<file path="src/rtl/regfile_arb_pkg.sv">
// -----------------------------------------------------------------------------
// regfile_arb_pkg
//
// Shared types and constants for the register-file write arbiter.
//
//   reg_idx_t    5-bit register index
//   word_t       32-bit register data word
//   pri_state_t  tie-break state of the two-requester arbiter
//   wr_req_t     a selected write request (valid + index + data)
//   ZERO_REG     index of the hard-wired $zero register
//   is_hazard()  read-after-write match helper used by the hazard outputs
// -----------------------------------------------------------------------------
package regfile_arb_pkg;

    localparam int REG_IDX_W = 5;
    localparam int WORD_W    = 32;

    typedef logic [REG_IDX_W-1:0] reg_idx_t;
    typedef logic [WORD_W-1:0]    word_t;

    // PRI0: requester 0 wins a tie; PRI1: requester 1 wins a tie.
    typedef enum logic {
        PRI0 = 1'b0,
        PRI1 = 1'b1
    } pri_state_t;

    typedef struct packed {
        logic     valid;
        reg_idx_t idx;
        word_t    data;
    } wr_req_t;

    localparam reg_idx_t ZERO_REG = '0;

    // A read port conflicts with the write port when a real write is on the
    // port to the same register. Reads of $zero never conflict.
    function automatic logic is_hazard(input logic     we,
                                       input reg_idx_t wr_idx,
                                       input reg_idx_t rd_idx);
        return we && (rd_idx != ZERO_REG) && (wr_idx == rd_idx);
    endfunction

endpackage

</file>
<file path="src/rtl/rr_arbiter2.sv">
// -----------------------------------------------------------------------------
// rr_arbiter2
//
// Two-requester grant logic with a two-state tie-break FSM.
// Grants are combinational; the tie-break state updates on enabled clock edges.
// In round-robin mode the winner of a transfer hands the tie to the other
// requester; in fixed-priority mode requester 0 always wins a tie.
//
// Parameters
//   PRIO_MODE   0 = round-robin, 1 = fixed priority to requester 0
// Ports
//   clk         clock, rising edge
//   reset       asynchronous active-high reset
//   clk_enable  global stall, low freezes state and suppresses grants
//   req0_valid  requester 0 presents a write
//   req1_valid  requester 1 presents a write
//   grant0      requester 0 is accepted this cycle
//   grant1      requester 1 is accepted this cycle
// -----------------------------------------------------------------------------
module rr_arbiter2
    import regfile_arb_pkg::*;
#(
    parameter int PRIO_MODE = 0
) (
    input  logic clk,
    input  logic reset,
    input  logic clk_enable,
    input  logic req0_valid,
    input  logic req1_valid,
    output logic grant0,
    output logic grant1
);

    pri_state_t state;

    // Reset is included so no grant can leak out while reset is held.
    always_comb begin
        // NOTE: every output gets a default first so no path leaves it
        // unassigned; otherwise synthesis infers a latch.
        grant0 = 1'b0;
        grant1 = 1'b0;
        if (!reset && clk_enable) begin
            if (req0_valid && req1_valid) begin
                grant0 = (state == PRI0);
                grant1 = (state == PRI1);
            end else begin
                grant0 = req0_valid;
                grant1 = req1_valid;
            end
        end
    end

    // Tie-break FSM. Without a grant the state holds.
    always_ff @(posedge clk or posedge reset) begin
        // NOTE: state registers use non-blocking assignment so every flop
        // samples pre-edge values; blocking here would create ordering races.
        if (reset) begin
            state <= PRI0;
        end else if (clk_enable) begin
            if (PRIO_MODE == 1) begin
                state <= PRI0;
            end else if (grant0) begin
                state <= PRI1;
            end else if (grant1) begin
                state <= PRI0;
            end
        end
    end

endmodule

</file>
<file path="src/rtl/regfile_write_arbiter.sv">
// -----------------------------------------------------------------------------
// regfile_write_arbiter
//
// Merges two write requesters onto the single register-file write port.
// An accepted request appears on the write port one cycle after the accepting
// edge. Writes to $zero are accepted but never enabled. Also reports
// read-after-write hazards against the write on the port and counts cycles in
// which both requesters competed.
//
// Parameters
//   PRIO_MODE       0 = round-robin, 1 = fixed priority to requester 0
//   CNT_W           width of the saturating conflict counter
// Ports
//   clk             clock, rising edge
//   reset           asynchronous active-high reset
//   clk_enable      global stall; low freezes all state, forces write_enable 0
//   reqN_valid      requester N presents a write
//   reqN_reg        requester N destination register
//   reqN_data       requester N write data
//   reqN_ready      requester N accepted this cycle (combinational)
//   write_reg       register-file write index
//   write_enable    register-file write enable
//   write_data      register-file write data
//   read_reg1/2     read addresses compared against the write port
//   hazard_a/b      read_reg1/2 matches the write currently on the port
//   conflict_count  saturating count of enabled cycles with both requests valid
// -----------------------------------------------------------------------------
module regfile_write_arbiter
    import regfile_arb_pkg::*;
#(
    parameter int PRIO_MODE = 0,
    parameter int CNT_W     = 16
) (
    input  logic             clk,
    input  logic             reset,
    input  logic             clk_enable,
    input  logic             req0_valid,
    input  reg_idx_t         req0_reg,
    input  word_t            req0_data,
    output logic             req0_ready,
    input  logic             req1_valid,
    input  reg_idx_t         req1_reg,
    input  word_t            req1_data,
    output logic             req1_ready,
    output reg_idx_t         write_reg,
    output logic             write_enable,
    output word_t            write_data,
    input  reg_idx_t         read_reg1,
    input  reg_idx_t         read_reg2,
    output logic             hazard_a,
    output logic             hazard_b,
    output logic [CNT_W-1:0] conflict_count
);

    logic grant0;
    logic grant1;

    rr_arbiter2 #(
        .PRIO_MODE (PRIO_MODE)
    ) u_arb (
        .clk        (clk),
        .reset      (reset),
        .clk_enable (clk_enable),
        .req0_valid (req0_valid),
        .req1_valid (req1_valid),
        .grant0     (grant0),
        .grant1     (grant1)
    );

    assign req0_ready = grant0;
    assign req1_ready = grant1;

    // Select the granted request; at most one grant is ever high.
    wr_req_t sel_req;

    always_comb begin
        sel_req = '0;
        if (grant0) begin
            sel_req = '{valid: 1'b1, idx: req0_reg, data: req0_data};
        end else if (grant1) begin
            sel_req = '{valid: 1'b1, idx: req1_reg, data: req1_data};
        end
    end

    // Output stage. Index and data are captured at the accepting edge, so
    // requesters may change them right after. They hold when nothing is
    // accepted; only the enable drops.
    logic     we_q;
    reg_idx_t write_reg_q;
    word_t    write_data_q;

    always_ff @(posedge clk or posedge reset) begin
        if (reset) begin
            we_q         <= 1'b0;
            write_reg_q  <= ZERO_REG;
            write_data_q <= '0;
        end else if (clk_enable) begin
            we_q <= sel_req.valid && (sel_req.idx != ZERO_REG);
            if (sel_req.valid) begin
                write_reg_q  <= sel_req.idx;
                write_data_q <= sel_req.data;
            end
        end
    end

    // A write held across a stall is presented once clk_enable returns.
    assign write_enable = we_q && clk_enable;
    assign write_reg    = write_reg_q;
    assign write_data   = write_data_q;

    assign hazard_a = is_hazard(write_enable, write_reg_q, read_reg1);
    assign hazard_b = is_hazard(write_enable, write_reg_q, read_reg2);

    // Conflict counter: saturates at all-ones instead of wrapping.
    logic [CNT_W-1:0] conflict_q;

    always_ff @(posedge clk or posedge reset) begin
        if (reset) begin
            conflict_q <= '0;
        end else if (clk_enable && req0_valid && req1_valid) begin
            if (conflict_q != {CNT_W{1'b1}}) begin
                conflict_q <= conflict_q + CNT_W'(1);
            end
        end
    end

    assign conflict_count = conflict_q;

endmodule

</file>
<file path="config.mk">
export PLATFORM = sky130hd
export DESIGN_NAME = regfile_write_arbiter
export DESIGN_NICKNAME = d
export VERILOG_FILES = /design/src/rtl/regfile_arb_pkg.sv /design/src/rtl/rr_arbiter2.sv /design/src/rtl/regfile_write_arbiter.sv
export SDC_FILE = /design/constraint.sdc
export NUM_CORES = 1
export LEC_CHECK = 0
export CAP_MARGIN = 10
export CORE_MARGIN = 2
export CORE_UTILIZATION = 38
export DETAILED_ROUTE_END_ITERATION = 8
export PLACE_DENSITY_LB_ADDON = 0.25
export SYNTH_ARGS = -nofsm -noshare
export SYNTH_HDL_FRONTEND = slang
export SYNTH_SLANG_ARGS = --single-unit
</file>
<file path="constraint.sdc">
create_clock -name clk -period 2.2 [get_ports clk]
set_input_delay 0.44 -clock clk [delete_from_list [all_inputs] [get_ports clk]]
set_output_delay 0.44 -clock clk [all_outputs]
set_load 0.02 [all_outputs]
</file>
[After elaboration in Yosys (flattened, before gate mapping)]
Cells that the tools add are included.
Operators by class
  muxes and demuxes: 8
  reduce and logical (&&, ||, !) cells: 18
  order comparisons: 0
  divide/modulo/power cells: 0
  shift-type cells: 0
  $add $sub $neg: 1
  bitwise operators: 1
  multiply operators: 0
  equality and inequality tests: 3
Operators with widths (count)
  $mux W38: 2
  $add A16 B1 Y16 const B: 1
  $ne A16 B16 Y1 const B: 1
  $reduce_bool A5 Y1: 3
  $eq A5 B5 Y1: 2
  $logic_and A1 B1 Y1: 10
  $mux W1: 6
  $reduce_and A2 Y1: 3
  $reduce_bool A2 Y1: 1
  $logic_not A1 Y1: 1
  $not A1 Y1: 1
Storage, ports and cells
  logic and storage cells: 36
  input port bits: 89
  memories kept: 0
  memory bits (writable): 0
  register bits: 55
  bits in read-only memories: 0
  bits in latches: 0

[Longest topological paths before layout]
Gate-level depths: netlist (run 1).
  depth in word-level cells: 7
  depth in mapped cells: 6
  mapped depth without buffers: 5

[Modules after synthesis]
From an unflattened synthesis (run 1), not the netlist that was laid out.
Second synthesis, totals
  cells, all modules: 288
  area total of the unflattened synthesis: 2930.3 sq um
Modules (own cells, without submodules)
  regfile_write_arbiter: instances 1, sequential area each 1351.3 sq um, cells each 280, area an instance 2855.2 sq um
  rr_arbiter2: instances 1, sequential area each 25.0 sq um, cells each 8, area an instance 75.1 sq um

[Worst setup path after synthesis (run 1)]
No wires, ideal clock.
  path type: reg2out
  start point: reg write_reg_q[4] (netlist: write_reg[4])
  end point: out hazard_b
  path slack: 308 ps
  stages on the path, launching flop included: 4
  arrival time: 1452 ps
  buffers on the path: 0
  cells stage by stage: dfrtp_1 -> nor3_1 -> a21oi_1 -> nor4_1
On the way
  longest elaborated chain between the ends: 2
Ends and longest elaborated chain
  start: declaration: line regfile_write_arbiter.sv:89  | reg_idx_t write_reg_q;
  start signal: assignment: line regfile_write_arbiter.sv:100  | write_reg_q <= sel_req.idx;
  $eq A5 B5 Y1: line regfile_arb_pkg.sv:40  | return we && (rd_idx != ZERO_REG) && (wr_idx == rd_idx);
  $logic_and A1 B1 Y1: line regfile_arb_pkg.sv:40
  end: declaration: line regfile_write_arbiter.sv:51  | output logic hazard_b,
Every way passes these cells.

[Final worst setup path (run 1)]
  start point: in read_reg2[1]
  end point: out hazard_b
On the way
  longest elaborated chain between the ends: 3
  elaborated cells on any way between the ends: 4
  classes of those cells: eq/ne (1); reduce/logical (3)
Ends and longest elaborated chain
  start: declaration: line regfile_write_arbiter.sv:49  | input reg_idx_t read_reg2,
  $reduce_bool A5 Y1: line regfile_arb_pkg.sv:40
  $logic_and A1 B1 Y1: line regfile_arb_pkg.sv:40
  $logic_and A1 B1 Y1 (*): line regfile_arb_pkg.sv:40
Every way passes the cells marked *; elsewhere a longest branch is shown, timed or not.

==> results of run 1 <==
## power by group through the flow
| stage | Combinational, mW | Sequential (mW) | Clock, mW |
|---|---|---|---|
| finish | 1.17 | 1.35 | 0.518 |
| global route | 1.26 | 1.38 | 0.589 |
| CTS | 1.17 | 1.35 | 0.544 |
| detailed placement | 1.17 | 1.37 | 0 |
| global placement | 1.15 | 1.36 | 0 |
| floorplan | 0.324 | 1.55 | 0 |
## final cells by class
class                      instances  area, um^2
fill                             511        2090
timing repair buffer             167        1630
sequential                        55        1380
multi-input combinational        123        1030
inverter                          39         146
tap                               77        96.3
clock buffer                       7        76.3
clock inverter                     1        5.00
## synthesized netlist by cell type, types with 2 or more instances
master	n	area [um^2]
a21oi_1	4	20.0
a222oi_1	37	370
and3_1	4	25.0
buf_2	8	40.0
clkbuf_1	5	18.8
dfrtp_1	55	1380
inv_1	39	146
nand2_1	7	26.3
nand2b_1	2	12.5
nand3_1	6	30.0
nand4_1	3	18.8
nand4_2	3	37.5
nor2_1	4	15.0
nor3_1	8	40.0
nor4_1	7	43.8
nor4_2	2	25.0
o21ai_0	2	10.0
or4_1	2	15.0
xnor2_1	6	52.6
xor2_1	15	131
## worst min-delay path, cell delays in order, from the launching register on
cell and delay [ns]:
dfrtp_1 0.35, a222oi_1 0.09, inv_1 0.05
## routing by layer
metal / up-vias / track usage [%]
met5: - / 0
li1: 1190 / -
met4: 0 / 4.69
met2: 115 / 34.9
met3: 4 / 6.00
met1: 1194 / 25.7
## cell families (layout without fill, tap and decap cells)
group,Yosys count,after routing
AOI/OAI and AO/OA,47,47
and+or+nand+nor,53,53
muxes,1,1
xor gates and xnor gates,21,21
DFF,55,55
buffers and inverters,52,214
adders and majority gates,1,1
## final timing paths
| check | startpoint | end |
|---|---|---|
| min in group asynchronous | reset | conflict_count[0] |
| worst max-delay path | read_reg2[1] | hazard_b |
| worst min-delay path | write_data[12] | write_data[12] |
| worst min register to register | write_data[12] | write_data[12] |
| max in group asynchronous | reset | write_data[27] |
| worst max register to register | conflict_count[0] | conflict_count[1] |
## per-stage QoR
stage / worst slack (ns) / cells / util, % / cell area, um^2 / TNS [ns]
6_report: 0.00719 / 469 / 67.6 / 4360 / 0
5_1_grt: -0.0213 / 469 / 67.6 / 4360 / -0.0213
4_1_cts: 0.00660 / 469 / 67.0 / 4330 / 0
3_5_place_dp: -0.367 / 461 / 65.9 / 4260 / -1.40
3_3_place_gp: -0.340 / 461 / 65.9 / 4260 / -1.27
2_1_floorplan: 0.308 / 230 / - / 2570 / 0
## what timing repair did
action	4_1_cts	5_1_grt
pin swaps	0	3
resized for setup	14	13
setup endpoints to repair	5	4
==> impl_results.md, run 1 <==
- Wire per inst: 16.5 um
- Hold Crit Class: reg -> reg
- CP top delay family: buffers and inverters
- Die area: 7440 um^2
- Clock sinks: 55
- First-pass GRT wire length: 12000 um
- P per Cell Area: 697 nW/um^2
- Compound-Gate Fraction of Synth Area: 16.7%
- Highest routed layer: met4
- Type of origin of the critical path: primary input
- Timing-limited maximum frequency: 456 MHz
- Switching pwr: 981 uW
- Largest family of logic cells by synthesized area: compound AO/OA/AOI/OAI gates
- Buffers on Ports: 146
- Outcome: finished clean
- DR vias/cell: 5.34
- Post-synthesis adder-cell area fraction: 0.487%
- Slew Viols, Final: 0
- Core footprint: 6460 um^2
- Pin count of the biggest net entering global routing: 40
- Main flop type after synthesis: dfrtp_1
- Routed wire length: 7730 um
- Data required, critical path: 1.76 ns
- Max cap viols: 0
- Die W: 86.3 um
- Via count: 2503
- # hold bufs at CTS: 0
- Mux contribution to synthesized area: 0.584%
- Final count of hold timing violations: 0
- Commonest non-fill, non-tap cells in the layout: clkdlybuf4s50_1, dfrtp_1, inv_1, a222oi_1, buf_4
- DRT Pass-1 Iters: 7
- Clock power share: 17.0%
- Clk pin slew, worst setup/hold paths: 0.09 ns
- Syn_nets: 320
- Antenna viol nets, final: 0
- Worst reg2reg path depth: 5
- CP Cell Sequence: clkdlybuf4s50_1 > buf_4 > xnor2_2 > nand3_1 > nor4_2 > buf_2
- Grt ovf: 0
- Diodes inserted: 0
- Hold slack: 0.516 ns
- Leakage: 2.10 nW
- Internal power: 2.06 mW
- Gr usage total: 20.4%
- Final setup vio count: 0
- Die Span Y: 86.3 um
- Commonest non-fill, non-tap cell in the layout: clkdlybuf4s50_1
- IO Count: 147
- Seq/Total Area, Yosys: 53.5%
- Slew of the pin with the lowest slew margin: 0.482 ns
- Clk_lat worst skew: 0.29 ns
- Iter 0 DRT Violations: 206
- Critical path's largest stage delay: 0.51 ns
- Met3 wire len: 695 um
- Root Buffer: clkbuf_8
- Layout cells sized above 1: 12.2%
- DRT met1 WL: 3000 um
- Hold path depth: 2
- Area delta synth->final: 69.7%
- R2r setup slk: 0.49 ns
- CTS tree: built
- Yosys reg bits: 55
- Combinational power share: 38.6%
- Post-synth EDFFs: 0
- Worst VDD drop: 407 uV
- Minimum clock period after layout: 2.19 ns
- Met2 WL post-DR: 3970 um
- CTS buffer count: 5
- Synth Cell Area: 2570 um^2
- Critical path buffer and inverter count: 3
- CTS HTree Levels: 2
- Area fraction in and, or, nand and nor cells after synthesis: 13.5%
- Seq pwr share: 44.4%
- Final Net Count: 481
- Crit path kind: in -> out
- Signal arrival time at the worst endpoint: 1.75 ns
- CP Capture Type: output pin
- Final GP Congestion: 0.817
- Synthesized area per cell: 11.2 um^2
- Ys async rst share: 100%
- Setup Buffers After CTS: 0
- Cell Rows: 29
- Worst Skew: 0.00691 ns
- Synth Area in XOR/XNOR: 7.15%
- Number of flip-flops in the largest register: 32
- DP Wirelength: 5840 um
- DRC: 0
- Crit share post-route: 99.7%
- Synth cell types: 31
- Post-Syn Instances: 230
- Synth warn: 0
- Number of global-route vias before repair: 2450
- Initial Util: 39.8%
- Switching share of power: 32.2%
- Crit-path slowest cell: clkdlybuf4s50_1
- Clk buf depth: 2
- Rel. slew slack: 67.6%
- Total power: 3.04 mW
- Initial antenna violation count: 0
- Critical path fanouts, max: 2
- Stages on the worst setup path: 6
No activity file was read; power rests on OpenSTA's default activity.
==> run 2: changes to the inputs <==
--- a/config.mk
+++ b/config.mk
@@ -13,3 +13,4 @@
 export SYNTH_ARGS = -nofsm -noshare
 export SYNTH_HDL_FRONTEND = slang
 export SYNTH_SLANG_ARGS = --single-unit
+export TNS_END_PERCENT = 50
==> impl_results.md, run 2 (synthesis results as in run 1) <==
- Data required, critical path: 1.76 ns
- Gr busiest metal: met2
- Hold Crit Class: reg -> reg
- Layout cells sized above 1: 11.0%
- Worst setup margin: 0.0905 ns
- Pin count of the biggest net entering global routing: 40
- # hold bufs at CTS: 0
- TNS Setup: 0 ns
- Critical path fanouts, max: 2
- Rel. slew slack: 67.6%
- Hold slack: 0.516 ns
- Met2 usage: 34.9%
- CTS buffer count: 5
- Clk pin slew, worst setup/hold paths: 0.09 ns
- Fin util: 67.0%
- Via count: 2490
- RSZ-0062 raised after global routing: yes
- Final GP Congestion: 0.817
- Hold_sp: write_data[12]
- RR Endpoint: conflict_count[1]
- Wire per inst: 16.3 um
- First-pass GRT wire length: 12000 um
- Clk_lat worst skew: 0.29 ns
- Worst Skew: 0.00683 ns
- P per Cell Area: 700 nW/um^2
- Fin area: 4330 um^2
- Cell Rows: 29
- Area delta synth->final: 68.3%
- Slew of the pin with the lowest slew margin: 0.482 ns
- Clk buf depth: 2
- Initial Util: 39.8%
- Timing-limited maximum frequency: 474 MHz
- DP Wirelength: 5840 um
- Root Buffer: clkbuf_8
- Commonest non-fill, non-tap cell in the layout: clkdlybuf4s50_1
- Die area: 7440 um^2
- Post-DP Area: 4260 um^2
- Core footprint: 6460 um^2
- CTS tree: built
- Worst VDD drop: 406 uV
- Diodes inserted: 0
- Crit path kind: in -> out
- Crit share post-route: 95.9%
- Hold path depth: 2
- Met3 Use GR: 6.00%
- Worst reg2reg path depth: 5
- Final setup vio count: 0
- Final Net Count: 481
- Gr usage total: 20.4%
- Buffers on Ports: 146
- Reg-to-Reg Start: conflict_count[0]
- Signal arrival time at the worst endpoint: 1.67 ns
- Number of global-route vias before repair: 2450
- CP Capture Type: output pin
- Slew Viols, Final: 0
- Minimum clock period after layout: 2.11 ns
- DRC: 5
- Leakage: 2.08 nW
- CTS HTree Levels: 2
- Die Span Y: 86.3 um
- Commonest non-fill, non-tap cells in the layout: clkdlybuf4s50_1, dfrtp_1, inv_1, a222oi_1, buf_4
- Final count of hold timing violations: 0
- Pre-CTS WS: -0.367 ns
- Max cap viols: 0
- GR Util met1: 25.7%
- R2r setup slk: 0.49 ns
- Failing checks: design-rule violations
- Number of flip-flops in the largest register: 32
- Initial antenna violation count: 0
- Placed Instances: 461
- Fin cells: 469
- IO Count: 147
- Setup Buffers After CTS: 0
- Grt ovf: 0
- Iter 0 DRT Violations: 178
- Routed wire length: 7660 um
- DRT Pass-1 Iters: 9
- Type of origin of the critical path: primary input
- Outcome: finished, violations left
- End of the worst hold path: write_data[12]
- Antenna viol nets, final: 0
- Die W: 86.3 um
- Clock sinks: 55
- Total power: 3.03 mW
- DR vias/cell: 5.31
## run 2: worst max-delay path by stage
stage	from	endpoint	slack (ns)	depth (start not counted)
floorplan	write_reg[4]	hazard_b	0.31	3
global placement	read_reg2[0]	hazard_b	-0.34	6
global route	read_reg2[3]	hazard_b	-0.01	6
detailed placement	read_reg2[3]	hazard_b	-0.37	6
CTS	clk_enable	req1_ready	0.007	4
finish	read_reg1[2]	hazard_a	0.09	6
## run 2: what timing repair did
item | CTS | global route
resized for setup | 14 | 7
pin swaps | 0 | 2
gates cloned | 0 | 0
endpoints found under the hold margin | 0 | 0
endpoints found under the setup margin | 5 | 4
## run 2: critical path, cell delays in order
cell and delay [ns]:
clkdlybuf4s50_1 0.49, buf_4 0.11, xnor2_1 0.10, nand3_1 0.08, nor4_1 0.25, buf_2 0.21
## run 2: cell type report
cell class,instances,area (um^2)
Fill cell,515,2130
Timing Repair Buffer,167,1630
Sequential cell,55,1380
Multi-Input combinational cell,123,996
Inverter,39,146
Tap cell,77,96.3
Clock buffer,7,76.3
Clock inverter,1,5.00
## run 2: per-layer routing
layer / wire [um] / vias to the layer above / part of all wire [%]
met3: 674 / 4 / 8.8
met1: 3000 / 1185 / 39
met5: 0 / - / 0
met4: 57 / 0 / 0.74
li1: - / 1189 / -
met2: 3930 / 112 / 51
## run 2: power breakdown
group | internal (mW) | total (mW) | switching, mW
registers | 1.19 | 1.35 | 0.160
logic | 0.643 | 1.16 | 0.518
clock network | 0.224 | 0.522 | 0.297
==> run 3: changes to the inputs <==
--- a/config.mk
+++ b/config.mk
@@ -8,8 +8,10 @@
 export CAP_MARGIN = 10
 export CORE_MARGIN = 2
 export CORE_UTILIZATION = 38
+export CTS_BUF_LIST = sky130_fd_sc_hd__clkbuf_16
 export DETAILED_ROUTE_END_ITERATION = 8
 export PLACE_DENSITY_LB_ADDON = 0.25
+export SKIP_LAST_GASP = 1
 export SYNTH_ARGS = -nofsm -noshare
 export SYNTH_HDL_FRONTEND = slang
 export SYNTH_SLANG_ARGS = --single-unit
==> impl_results.md, run 3 (synthesis results as in run 1) <==
- Clk pin slew, worst setup/hold paths: 0.06 ns
- Final setup vio count: 0
- Critical path's largest stage delay: 0.54 ns
- Slew Viols, Final: 0
- Hold slack: 0.511 ns
- Die W: 86.3 um
- Layout cells sized above 1: 10.7%
- Buffers on Ports: 146
- Final GP Congestion: 0.817
- Die area: 7440 um^2
- DRT met1 WL: 3070 um
- Total power: 3.25 mW
- Root Buffer: clkbuf_16
- Clk_lat worst skew: 0.28 ns
- Met2 WL post-DR: 4010 um
- DRC: 0
- Final count of hold timing violations: 0
- DP Wirelength: 5840 um
- Timing-limited maximum frequency: 459 MHz
- Cell Rows: 29
- Iter 0 DRT Violations: 187
- Seq. cell area: 1380 um^2
- Hold path depth: 2
- Via count: 2513
- # hold bufs at CTS: 0
- Fin area: 4380 um^2
- Number of flip-flops in the largest register: 32
- Worst VDD drop: 437 uV
- Critical path buffer and inverter count: 2
- R2r setup slk: 0.50 ns
- Worst reg2reg path depth: 5
- Commonest non-fill, non-tap cell in the layout: clkdlybuf4s50_1
- Gr usage total: 20.7%
- Slew of the pin with the lowest slew margin: 0.484 ns
- Crit-path slowest cell: clkdlybuf4s50_1
- Wire per inst: 16.8 um
- Fill cells: 510
- Crit share post-route: 98.9%
- Highest routed layer: met4
- CP top delay family: buffers and inverters
- Commonest non-fill, non-tap cells in the layout: clkdlybuf4s50_1, dfrtp_1, inv_1, a222oi_1, buf_4
- RSZ-0062 raised after global routing: yes
- Initial Util: 39.8%
- DRT Pass-1 Iters: 7
- Post-DP Area: 4260 um^2
- Met3 wire len: 707 um
- Rel. slew slack: 67.5%
- Area delta synth->final: 70.5%
- Worst Skew: 0.00436 ns
- Outcome: finished clean
- Crit path kind: in -> out
- Initial antenna violation count: 0
- Core footprint: 6460 um^2
- CP Cell Sequence: clkdlybuf4s50_1 > nor2b_2 > and3_1 > dlygate4sd2_1
- Multi-input gate area: 996 um^2
- Leakage: 2.10 nW
- CTS HTree Levels: 2
- Clk buf depth: 2
- CTS tree: built
- IO Count: 147
- Minimum clock period after layout: 2.18 ns
- Antenna viol nets, final: 0
- Reg-to-Reg Start: conflict_count[0]
- End of the worst hold path: write_data[6]
- Type of origin of the critical path: primary input
- Clock sinks: 55
- Number of global-route vias before repair: 2487
- Final Net Count: 481
- Critical path fanouts, max: 4
- Data required, critical path: 1.76 ns
- CP Launch Point: clk_enable
- CP Capture Type: output pin
- P per Cell Area: 742 nW/um^2
- DR vias/cell: 5.36
- Pin count of the biggest net entering global routing: 40
- Signal arrival time at the worst endpoint: 1.74 ns
- First-pass GRT wire length: 12100 um
- CTS buffer count: 5
- Hold_sp: write_data[6]
- Max cap viols: 0
- Hold Crit Class: reg -> reg
- Die Span Y: 86.3 um
- RR Endpoint: conflict_count[1]
- Routed wire length: 7860 um
- Grt ovf: 0
- Diodes inserted: 0
## run 3: cell count changes in the layout (fill, tap and decap cells not counted)
cell             change
clkdlybuf4s50_1      +3
clkbuf_16            +5
clkbuf_1             -2
clkbuf_8             -5
dlymetal6s2s_1       -2
buf_2                -1
inv_1                +2
## run 3: how the worst max path moves through the flow
stage | end | slack (ns) | depth (start not counted)
after global placement | hazard_b | -0.34 | 6
after floorplan | hazard_b | 0.31 | 3
after CTS | hazard_b | -0.07 | 6
final | req1_ready | 0.02 | 4
after global routing | req1_ready | -0.05 | 4
after detailed placement | hazard_b | -0.37 | 6
## run 3: area by class of cell
type / count / area share, %
Sequential cell: 55 / 31.4
Multi-Input combinational cell: 123 / 22.7
Clock buffer: 5 / 2.85
Clock inverter: 3 / 0.285
Tap cell: 77 / 2.20
Inverter: 39 / 3.34
Timing Repair Buffer: 167 / 37.2
## run 3: report_power, final
| part | internal [mW] | switching, mW |
|---|---|---|
| logic | 0.645 | 0.521 |
| clock network | 0.412 | 0.326 |
| registers | 1.19 | 0.161 |
| total | 2.25 | 1.01 |
## run 3: through the flow
| stage | TNS [ns] | std cells | worst slack, ns | util [%] |
|---|---|---|---|---|
| 5_1_grt | -0.115 | 469 | -0.0517 | 67.9 |
| 6_report | 0 | 469 | 0.0231 | 67.9 |
| 3_5_place_dp | -1.40 | 461 | -0.367 | 65.9 |
| 2_1_floorplan | 0 | 230 | 0.308 | - |
| 3_3_place_gp | -1.27 | 461 | -0.340 | 65.9 |
| 4_1_cts | -0.0975 | 469 | -0.0717 | 67.9 |
## run 3: tightest hold or removal path, delay by kind of cell, from the launching register on
kind	cells	cell delay (ns)
flip-flops	1	0.34
AO/OA/AOI/OAI	1	0.09
buffers and inverters	1	0.05
## run 3: repair_timing
item,in CTS,in global routing
buffers inserted,0,0
setup endpoints to repair,5,5
hold endpoints to repair,0,0
pin swaps,0,2
resized for setup,9,6
## run 3: layer usage
| layer | up-vias | track usage, % |
|---|---|---|
| met3 | 7 | 6.00 |
| li1 | 1185 | - |
| met2 | 112 | 36.2 |
| met1 | 1209 | 25.5 |
| met4 | 0 | 4.69 |
| met5 | - | 0 |
